<file path="config.mk">
export PLATFORM = sky130hd
export DESIGN_NAME = turn_scheduler_flat
export DESIGN_NICKNAME = d
export VERILOG_FILES = /design/src/rtl/turn_scheduler_if.sv /design/src/rtl/turn_scheduler.sv /design/src/flat_wrapper.sv
export SDC_FILE = /design/constraint.sdc
export NUM_CORES = 1
export LEC_CHECK = 0
export CORE_MARGIN = 2
export CORE_UTILIZATION = 45
export CTS_CLUSTER_SIZE = 8
export DETAILED_ROUTE_END_ITERATION = 10
export GPL_TIMING_DRIVEN = 1
export PLACE_DENSITY_LB_ADDON = 0.3
export SYNTH_ARGS = -nofsm -noshare
export SYNTH_HDL_FRONTEND = slang
export SYNTH_SLANG_ARGS = --single-unit
</file>
<file path="constraint.sdc">
create_clock -name clk -period 7 [get_ports clk]
set_input_delay 2.1 -clock clk [delete_from_list [all_inputs] [get_ports clk]]
set_output_delay 2.1 -clock clk [all_outputs]
set_load 0.01 [all_outputs]
</file>
<file path="src/rtl/turn_scheduler_if.sv">
// Signal bundle between the guess front end and the turn scheduler.
// The master drives player count, start and guesses. The slave reports turn, board and winner state.
interface turn_scheduler_if #(
    parameter int POS_W = 5
);
    logic [3:0]       N;
    logic             start;
    logic             B;
    logic             match;
    logic [1:0]       cur_player;
    logic [3:0]       p_da;
    logic [POS_W-1:0] p1_cnt;
    logic [POS_W-1:0] p2_cnt;
    logic [POS_W-1:0] p3_cnt;
    logic [POS_W-1:0] p4_cnt;
    logic             busy;
    logic             winner_vld;
    logic [1:0]       winner;
    logic             err;

    modport master (
        output N, start, B, match,
        input  cur_player, p_da, p1_cnt, p2_cnt, p3_cnt, p4_cnt,
               busy, winner_vld, winner, err
    );

    modport slave (
        input  N, start, B, match,
        output cur_player, p_da, p1_cnt, p2_cnt, p3_cnt, p4_cnt,
               busy, winner_vld, winner, err
    );
endinterface

</file>
<file path="src/rtl/turn_scheduler.sv">
// Turn controller for the 2-4 player ring board game.
// It keeps the player positions and turn order, moves or passes on each guess, and detects the winner.
module turn_scheduler #(
    parameter int BOARD_LEN = 24,
    parameter int POS_W     = 5
) (
    input  logic            clk,
    input  logic            rst,
    turn_scheduler_if.slave bus
);
    typedef enum logic [2:0] {
        S_IDLE,
        S_INIT,
        S_TURN,
        S_MOVE,
        S_SKIP,
        S_CHECK,
        S_NEXT,
        S_WIN
    } state_t;

    localparam logic [POS_W-1:0] LAST_POS   = POS_W'(BOARD_LEN - 1);
    localparam logic [POS_W-1:0] FULL_STEPS = POS_W'(BOARD_LEN);

    state_t           state_q, state_d;
    logic [3:0]       n_q, n_d;
    logic [1:0]       cur_q, cur_d;
    logic [1:0]       winner_q, winner_d;
    logic             err_q, err_d;
    logic             b_q;
    logic [POS_W-1:0] pos_q  [4];
    logic [POS_W-1:0] pos_d  [4];
    logic [POS_W-1:0] step_q [4];
    logic [POS_W-1:0] step_d [4];

    logic             b_edge;
    logic             busy;
    logic             occupied;
    logic [POS_W-1:0] next_pos;

    function automatic logic [POS_W-1:0] start_pos(input logic [3:0] n, input int idx);
        int spacing;
        case (n)
            4'd2:    spacing = BOARD_LEN / 2;
            4'd3:    spacing = BOARD_LEN / 3;
            4'd4:    spacing = BOARD_LEN / 4;
            default: spacing = 0;
        endcase
        if (idx >= int'(n)) return '0;
        return POS_W'(idx * spacing);
    endfunction

    assign b_edge = bus.B & ~b_q;
    assign busy   = (state_q == S_MOVE) || (state_q == S_SKIP);

    // Tile the current player would land on, and whether another active player already stands there.
    always_comb begin : tile_ahead
        next_pos = (pos_q[cur_q] == LAST_POS) ? '0 : pos_q[cur_q] + 1'b1;
        occupied = 1'b0;
        for (int j = 0; j < 4; j++) begin
            if ((2'(j) != cur_q) && (4'(j) < n_q) && (pos_q[j] == next_pos)) begin
                occupied = 1'b1;
            end
        end
    end

    always_comb begin : next_state
        // NOTE: every _d starts from its _q, so no branch of the case below can infer a latch.
        state_d  = state_q;
        n_d      = n_q;
        cur_d    = cur_q;
        winner_d = winner_q;
        err_d    = err_q;
        pos_d    = pos_q;
        step_d   = step_q;

        case (state_q)
            S_IDLE: begin
                if (bus.start) begin
                    n_d = bus.N;
                    if (bus.N inside {4'd2, 4'd3, 4'd4}) begin
                        err_d   = 1'b0;
                        state_d = S_INIT;
                    end else begin
                        err_d   = 1'b1;
                    end
                end
            end
            S_INIT: begin
                for (int i = 0; i < 4; i++) begin
                    pos_d[i]  = start_pos(n_q, i);
                    step_d[i] = '0;
                end
                cur_d   = '0;
                state_d = S_TURN;
            end
            S_TURN: begin
                if (b_edge) state_d = bus.match ? S_MOVE : S_NEXT;
            end
            S_MOVE, S_SKIP: begin
                pos_d[cur_q] = next_pos;
                if (step_q[cur_q] < FULL_STEPS) step_d[cur_q] = step_q[cur_q] + 1'b1;
                state_d = occupied ? S_SKIP : S_CHECK;
            end
            S_CHECK: begin
                if (step_q[cur_q] >= FULL_STEPS) begin
                    winner_d = cur_q;
                    state_d  = S_WIN;
                end else begin
                    state_d  = S_TURN;
                end
            end
            S_NEXT: begin
                cur_d   = ({2'b00, cur_q} == n_q - 4'd1) ? 2'd0 : cur_q + 2'd1;
                state_d = S_TURN;
            end
            S_WIN: begin
                if (bus.start && !bus.B) state_d = S_IDLE;
            end
            default: state_d = S_IDLE;
        endcase
    end

    // NOTE: sequential state uses non-blocking assignments only, so every flop samples pre-edge values.
    always_ff @(posedge clk or posedge rst) begin
        if (rst) begin
            state_q  <= S_IDLE;
            n_q      <= '0;
            cur_q    <= '0;
            winner_q <= '0;
            err_q    <= 1'b0;
            b_q      <= 1'b0;
            // NOTE: the position and step arrays are small flop banks, not RAM, so they reset with the rest.
            for (int i = 0; i < 4; i++) begin
                pos_q[i]  <= '0;
                step_q[i] <= '0;
            end
        end else begin
            state_q  <= state_d;
            n_q      <= n_d;
            cur_q    <= cur_d;
            winner_q <= winner_d;
            err_q    <= err_d;
            b_q      <= bus.B;
            pos_q    <= pos_d;
            step_q   <= step_d;
        end
    end

    assign bus.busy       = busy;
    assign bus.p_da       = busy ? (4'b0001 << cur_q) : 4'b0000;
    assign bus.cur_player = cur_q;
    assign bus.p1_cnt     = pos_q[0];
    assign bus.p2_cnt     = pos_q[1];
    assign bus.p3_cnt     = pos_q[2];
    assign bus.p4_cnt     = pos_q[3];
    assign bus.winner_vld = (state_q == S_WIN);
    assign bus.winner     = winner_q;
    assign bus.err        = err_q;
endmodule

</file>
<file path="src/flat_wrapper.sv">
// flat-port wrapper written by rule: the top's interface ports become plain ports
module turn_scheduler_flat 
#(
    parameter int BOARD_LEN = 24,
    parameter int POS_W     = 5
)
  (clk, rst, bus_N, bus_start, bus_B, bus_match, bus_cur_player, bus_p_da, bus_p1_cnt, bus_p2_cnt, bus_p3_cnt, bus_p4_cnt, bus_busy, bus_winner_vld, bus_winner, bus_err);
  turn_scheduler_if #(.POS_W(POS_W)) bus_i ();
  input  logic clk;
  input  logic rst;
  input wire logic [$bits(bus_i.N)-1:0] bus_N;
  input wire logic [$bits(bus_i.start)-1:0] bus_start;
  input wire logic [$bits(bus_i.B)-1:0] bus_B;
  input wire logic [$bits(bus_i.match)-1:0] bus_match;
  output wire logic [$bits(bus_i.cur_player)-1:0] bus_cur_player;
  output wire logic [$bits(bus_i.p_da)-1:0] bus_p_da;
  output wire logic [$bits(bus_i.p1_cnt)-1:0] bus_p1_cnt;
  output wire logic [$bits(bus_i.p2_cnt)-1:0] bus_p2_cnt;
  output wire logic [$bits(bus_i.p3_cnt)-1:0] bus_p3_cnt;
  output wire logic [$bits(bus_i.p4_cnt)-1:0] bus_p4_cnt;
  output wire logic [$bits(bus_i.busy)-1:0] bus_busy;
  output wire logic [$bits(bus_i.winner_vld)-1:0] bus_winner_vld;
  output wire logic [$bits(bus_i.winner)-1:0] bus_winner;
  output wire logic [$bits(bus_i.err)-1:0] bus_err;
  assign bus_i.N = bus_N;
  assign bus_i.start = bus_start;
  assign bus_i.B = bus_B;
  assign bus_i.match = bus_match;
  assign bus_cur_player = bus_i.cur_player;
  assign bus_p_da = bus_i.p_da;
  assign bus_p1_cnt = bus_i.p1_cnt;
  assign bus_p2_cnt = bus_i.p2_cnt;
  assign bus_p3_cnt = bus_i.p3_cnt;
  assign bus_p4_cnt = bus_i.p4_cnt;
  assign bus_busy = bus_i.busy;
  assign bus_winner_vld = bus_i.winner_vld;
  assign bus_winner = bus_i.winner;
  assign bus_err = bus_i.err;
  turn_scheduler #(.BOARD_LEN(BOARD_LEN), .POS_W(POS_W)) u_core (.clk(clk), .rst(rst), .bus(bus_i));
endmodule
</file>
==> results of run 1 <==
==> power breakdown <==
part | switching [mW] | internal [mW] | leakage [nW]
clock network | 0.109 | 0.0729 | 0.0423
registers | 0.144 | 0.381 | 0.706
logic | 0.444 | 0.371 | 0.822
total | 0.697 | 0.825 | 1.57
==> cell families after synthesis <==
logic type                 share of synthesized area (%)
DFF                                                 42.2
adders and majority gates                           4.38
buffers and inverters                               4.34
xor gates and xnor gates                            7.57
muxes                                               10.0
AOI/OAI and AO/OA                                   17.8
and+or+nand+nor                                     13.6
==> critical path, cell delays in order, from the launching register on <==
cell and delay, ns:
dfrtp_1 0.89, inv_1 0.23, ha_1 0.35, nand2_1 0.35, inv_1 0.11, clkdlybuf4s50_1 0.50
==> cells in the final DEF, fill, tap and decap left out, types with 5 or more instances in the layout <==
cell,n
a21oi_1,10
nand3_1,20
clkdlybuf4s50_1,39
a22o_1,20
nor2_1,12
xnor2_1,6
inv_1,12
nand2_1,23
o21ai_0,26
nand2b_1,5
mux4_2,7
dfrtp_1,53
xor2_1,18
clkbuf_8,5
ha_1,11
==> layer usage <==
layer / vias to the layer above / share of wire, %
li1: 1164 / -
met1: 1210 / 45
met2: 94 / 46
met3: 10 / 7.1
met4: 0 / 1.5
met5: - / 0
==> final cells by class <==
cell class                 instances  share of cell area (%)
timing repair buffer              40                    10.9
sequential                        53                    36.3
tap                               80                    2.74
clock buffer                       5                    1.89
clock inverter                     3                   0.720
multi-input combinational        217                    46.0
inverter                          14                    1.44
==> registers in the layout, summed over array words and instances, names as in the netlist <==
register / cells
u_core.step_q: 20
u_core.n_q: 4
u_core.bus.p4_cnt: 5
u_core.bus.winner: 2
u_core.bus.p2_cnt: 5
u_core.state_q: 3
u_core.b_q: 1
u_core.bus.cur_player: 2
u_core.bus.p3_cnt: 5
u_core.bus.err: 1
u_core.bus.p1_cnt: 5
==> worst min-delay path by stage <==
stage / from / end / slack, ns
final: u_core.step_q[7] / u_core.step_q[7] / 0.51
after global routing: u_core.step_q[11] / u_core.step_q[11] / 0.54
after CTS: u_core.step_q[7] / u_core.step_q[7] / 0.51
after detailed placement: u_core.step_q[7] / u_core.step_q[7] / 0.48
after global placement: u_core.step_q[14] / u_core.step_q[14] / 0.48
after floorplan: u_core.step_q[5] / u_core.step_q[5] / 0.46
==> per-stage QoR <==
| step | util (%) | power (mW) | hold WS [ns] |
|---|---|---|---|
| after detailed placement | 52.6 | 1.34 | 0.482 |
| after global placement | 52.6 | 1.32 | 0.483 |
| after global routing | 54.0 | 1.63 | 0.535 |
| final | 54.0 | 1.52 | 0.506 |
| after floorplan | - | 1.08 | 0.461 |
| after CTS | 54.0 | 1.52 | 0.510 |
==> run metrics, run 1 <==
Final Setup Violations=0; hold buffers post-CTS=0; initial antenna violation count=0; R2R Setup Slk=3.80 ns; Synth top area share=between 40% and 50%; global-route wire length before repair=12200 um; global-route met2 utilization=around 33%; DRT Pass-1 Iters=4; Cells after Synth=300; HPWL Detailed=5550 um; number of global-route vias before repair=2351; sequential-to-total area share from yosys stat=42.2%; Critical Path RT=4.90 ns; clk slew on worst S/H paths=0.10 ns; register area=1330 um^2; commonest cells in the netlist=dfrtp_1, o21ai_0, nand2_1, a22o_1, nand3_1; Crit Reg-Reg Endpoint=u_core.state_q[0]; final non-filler cell total=~410; largest net degree at the start of global routing=54; VDD IR max=0.000202 V; Post-Place Setup Slack=2.52 ns; Tcrit/Tclk final=between 60% and 70%; Initial Util=46.5%; met3 Use GR=3.68%; Skew-Pair Late Insertion Delay=0.31 ns; multi-input logic area=1680 um^2; net count after synthesis=320; core footprint=6760 um^2; crit path to=bus_p_da[2]; clock buffer count from CTS=5; Vias per Instance=6.01; Worst Tran Pin Value=0.928 ns; Mapped Area=3140 um^2; fin crit period=4.83 ns; Final Cell Area=3650 um^2; pwr dens=about 420 nW/um^2; Filler cells=slightly above 600; DRC=0; Synth warnings=0; Post-CTS Setup Inserts=0; chip height=87.5 um; Routed Antenna Nets=0; share of cells above drive strength 1=8.13%; Worst R2R Start=u_core.bus.cur_player[0]; Area growth syn-to-layout=16.2%; Cell variety after synth=51; die width=87.5 um; Clock Skews=0.00853 ns; WS Path Type=reg2out; top cells by area, synth=dfrtp_1, a22o_1, mux4_2, xor2_1, ha_1; DP Area=3550 um^2; Hold Path Class=reg2reg; num ports=40; crit path launch=u_core.bus.cur_player[0]; RePlAce Congestion=0.896; Post-synth ARST share=between 90% and 100%; status=finished, final reports clean; CP Launch Type=flip-flop; WL/cell=18.2 um; #FFs+latches synth=53; count leader, synth=dfrtp_1; met1 Use GR=30.7%; P_leak=1.57 nW; clock sink total=53; row count=30; total grt overflow=0; Setup TNS Final=0 ns; final max-slew violation count=0; dominant cell type by area after synthesis=dfrtp_1; DR iter-0 viols=around 220; Main synth FF type=dfrtp_1; EDFF count, synth=0; worst hold path stage count=1; setup ws final=around 2.2 ns; Worst setup EP type=output pin; CTS Root Cell=clkbuf_8; CTS H-tree lvls=2; max_cap viols=0; Buffers on Ports=39; maximum clock rate=207 MHz; CTS Buffer Depth=2; Top Usage Layer GRT=met2; Avg Cell Area, Syn=between 10 and 15 um^2; CTS tree=yes; Routed WL=roughly 7500 um; Final Hold Viols=0; full die area=7660 um^2; RSZ-0062 raised after global routing=false; gr usage total=approximately a fifth; Slew headroom=38.0%; vias=2478; fin nets=351; Worst Path Arrival=2.73 ns; Antenna diodes=0; Cells after DPL=404; post-CTS sizing=0; reg2reg path depth=8; Crit Path Max Fanout=18
No activity file was read; power rests on OpenSTA's default activity.
==> inputs of run 2 (changes only) <==
==> constraint.sdc (replaced) <==
create_clock -name clk -period 4 [get_ports clk]
set_input_delay 1.2 -clock clk [delete_from_list [all_inputs] [get_ports clk]]
set_output_delay 1.2 -clock clk [all_outputs]
set_load 0.01 [all_outputs]
==> run metrics, run 2 (synthesized netlist as in run 1, its figures left out) <==
Initial Util=46.5% (unchanged); Worst Path Arrival=2.55 ns (was 2.73 ns); commonest non-fill, non-tap cell in the layout=dfrtp_1 (unchanged); WL/cell=18.5 um (was 18.2 um); row count=30 (unchanged); crit path launch=u_core.state_q[1] (was u_core.bus.cur_player[0]); CTS Root Cell=clkbuf_8 (unchanged); VDD IR max=0.000348 V (was 0.000202 V); CP peak stage delay=0.50 ns (was 0.89 ns); Post-Place Setup Slack=0.621 ns (was 2.52 ns); clock sink total=53 (unchanged); full die area=7660 um^2 (unchanged); final non-filler cell total=415 (was 412); CTS tree=yes (unchanged); slowest CP cell=clkdlybuf4s50_1 (was dfrtp_1); hold path start=u_core.bus.winner[0] (was u_core.step_q[7]); Worst setup EP type=output pin (unchanged); pwr dens=745 nW/um^2 (was 417 nW/um^2); Clock Skews=0.00751 ns (was 0.00853 ns); Skew-Pair Late Insertion Delay=0.31 ns (about the same); fin crit period=3.75 ns; largest net degree at the start of global routing=38 (was 54); most used cell, CP=nand2_1 (was inv_1); HPWL Detailed=5660 um (was 5550 um); Routed WL=7690 um (was 7490 um); core footprint=6760 um^2 (unchanged); DRT Pass-1 Iters=4 (unchanged); setup ws final=0.250 ns (was 2.17 ns); Setup TNS Final=0 ns (unchanged); total grt overflow=0 (unchanged); Antenna diodes=0 (unchanged); Tcrit/Tclk final=93.8%; Critical Path RT=2.80 ns (was 4.90 ns); Biggest register=u_core.step_q (unchanged); DR iter-0 viols=210 (was 219); num ports=40 (unchanged); hold slack=0.498 ns (was 0.506 ns); final max-slew violation count=0 (unchanged); max_cap viols=0 (unchanged); Routed Antenna Nets=0 (unchanged); clk slew on worst S/H paths=0.10 ns (about the same); gr usage total=21.9% (was 21.0%); reg2reg path depth=9 (was 8); status=finished, final reports clean (unchanged); RePlAce Congestion=0.884 (was 0.896); maximum clock rate=267 MHz; Final Setup Violations=0 (unchanged); die width=87.5 um (unchanged); P_leak=1.60 nW (was 1.57 nW); Crit Path Max Fanout=11 (was 18); Slew headroom=37.9% (was 38.0%); multi-input logic area=1680 um^2 (unchanged); worst hold path stage count=2 (was 1); Worst Tran Pin Value=0.929 ns (was 0.928 ns); CP cell instances=nor2b_1, nand2_1, o21a_1, clkinv_1, nand2_1, inv_1, clkdlybuf4s50_1 (was inv_1, ha_1, nand2_1, inv_1, clkdlybuf4s50_1); CTS Buffer Depth=2 (unchanged); initial antenna violation count=0 (unchanged); most frequent cells in the layout=dfrtp_1, clkdlybuf4s50_1, o21ai_0 (unchanged); Post-CTS Setup Inserts=0 (unchanged); CTS H-tree lvls=2 (unchanged); Worst R2R Start=u_core.bus.cur_player[0] (unchanged); share of cells above drive strength 1=8.96% (was 8.13%); vias=2526 (was 2478); fin nets=354 (was 351); chip height=87.5 um (unchanged); number of global-route vias before repair=2465 (was 2351); Filler cells=623 (was 604); DRC=0 (unchanged); CP Launch Type=flip-flop (unchanged); Area growth syn-to-layout=17.6% (was 16.2%); max reg flops=20 (unchanged); post-CTS sizing=0 (unchanged); register area=1330 um^2 (unchanged); Cells after DPL=407 (was 404); Final Hold Viols=0 (unchanged); Hold Path Class=reg2reg (unchanged); hold buffers post-CTS=0 (unchanged); Buffers on Ports=39 (unchanged); RSZ-0062 raised after global routing=false (unchanged); global-route wire length before repair=12900 um (was 12200 um); WS Path Type=reg2out (unchanged); clock buffer count from CTS=5 (unchanged); Vias per Instance=6.09 (was 6.01)
==> run 2: cell type report <==
type                            count  share of cell area, %
Timing Repair Buffer               43                   11.4
Inverter                           14                   1.42
Clock inverter                      3                   1.25
Multi-Input combinational cell    217                   45.4
Clock buffer                        5                   1.86
Tap cell                           80                   2.71
Sequential cell                    53                   35.9
==> run 2: worst paths after layout <==
check,to,slack [ns]
setup reg to reg,u_core.state_q[0],1.01
hold / removal,u_core.bus.winner[0],0.50
max in group asynchronous,u_core.step_q[14],2.03
setup / recovery,bus_p_da[3],0.25
min in group asynchronous,u_core.bus.p2_cnt[2],1.18
hold reg to reg,u_core.bus.winner[0],0.50
==> run 2: critical path, delay by kind of cell, from the launching register on <==
family | cells | cell delay [ns]
compound gates | 1 | 0.24
buf+inv | 3 | 0.87
flops | 1 | 0.48
simple gates | 3 | 0.65
==> run 2: power by group <==
| group | total [mW] | internal [mW] | switching, mW |
|---|---|---|---|
| sequential | 0.864 | 0.669 | 0.195 |
| clock | 0.371 | 0.188 | 0.183 |
| combinational | 1.52 | 0.663 | 0.853 |
==> run 2: layer usage <==
metal | GRT usage [%] | wire length [um] | vias to the layer above
li1 | - | - | 1167
met1 | 31.4 | 3440 | 1257
met2 | 34.8 | 3700 | 91
met3 | 4.05 | 461 | 11
met4 | 5.03 | 91 | 0
met5 | 0 | 0 | -
==> run 2: through the flow <==
| stage | power [mW] | instance area, um^2 | utilization (%) |
|---|---|---|---|
| after floorplan | 1.89 | 3140 | - |
| after global placement | 2.34 | 3580 | 52.9 |
| after detailed placement | 2.37 | 3580 | 52.9 |
| after CTS | 2.75 | 3690 | 54.6 |
| after global routing | 2.95 | 3690 | 54.6 |
| final | 2.75 | 3690 | 54.6 |
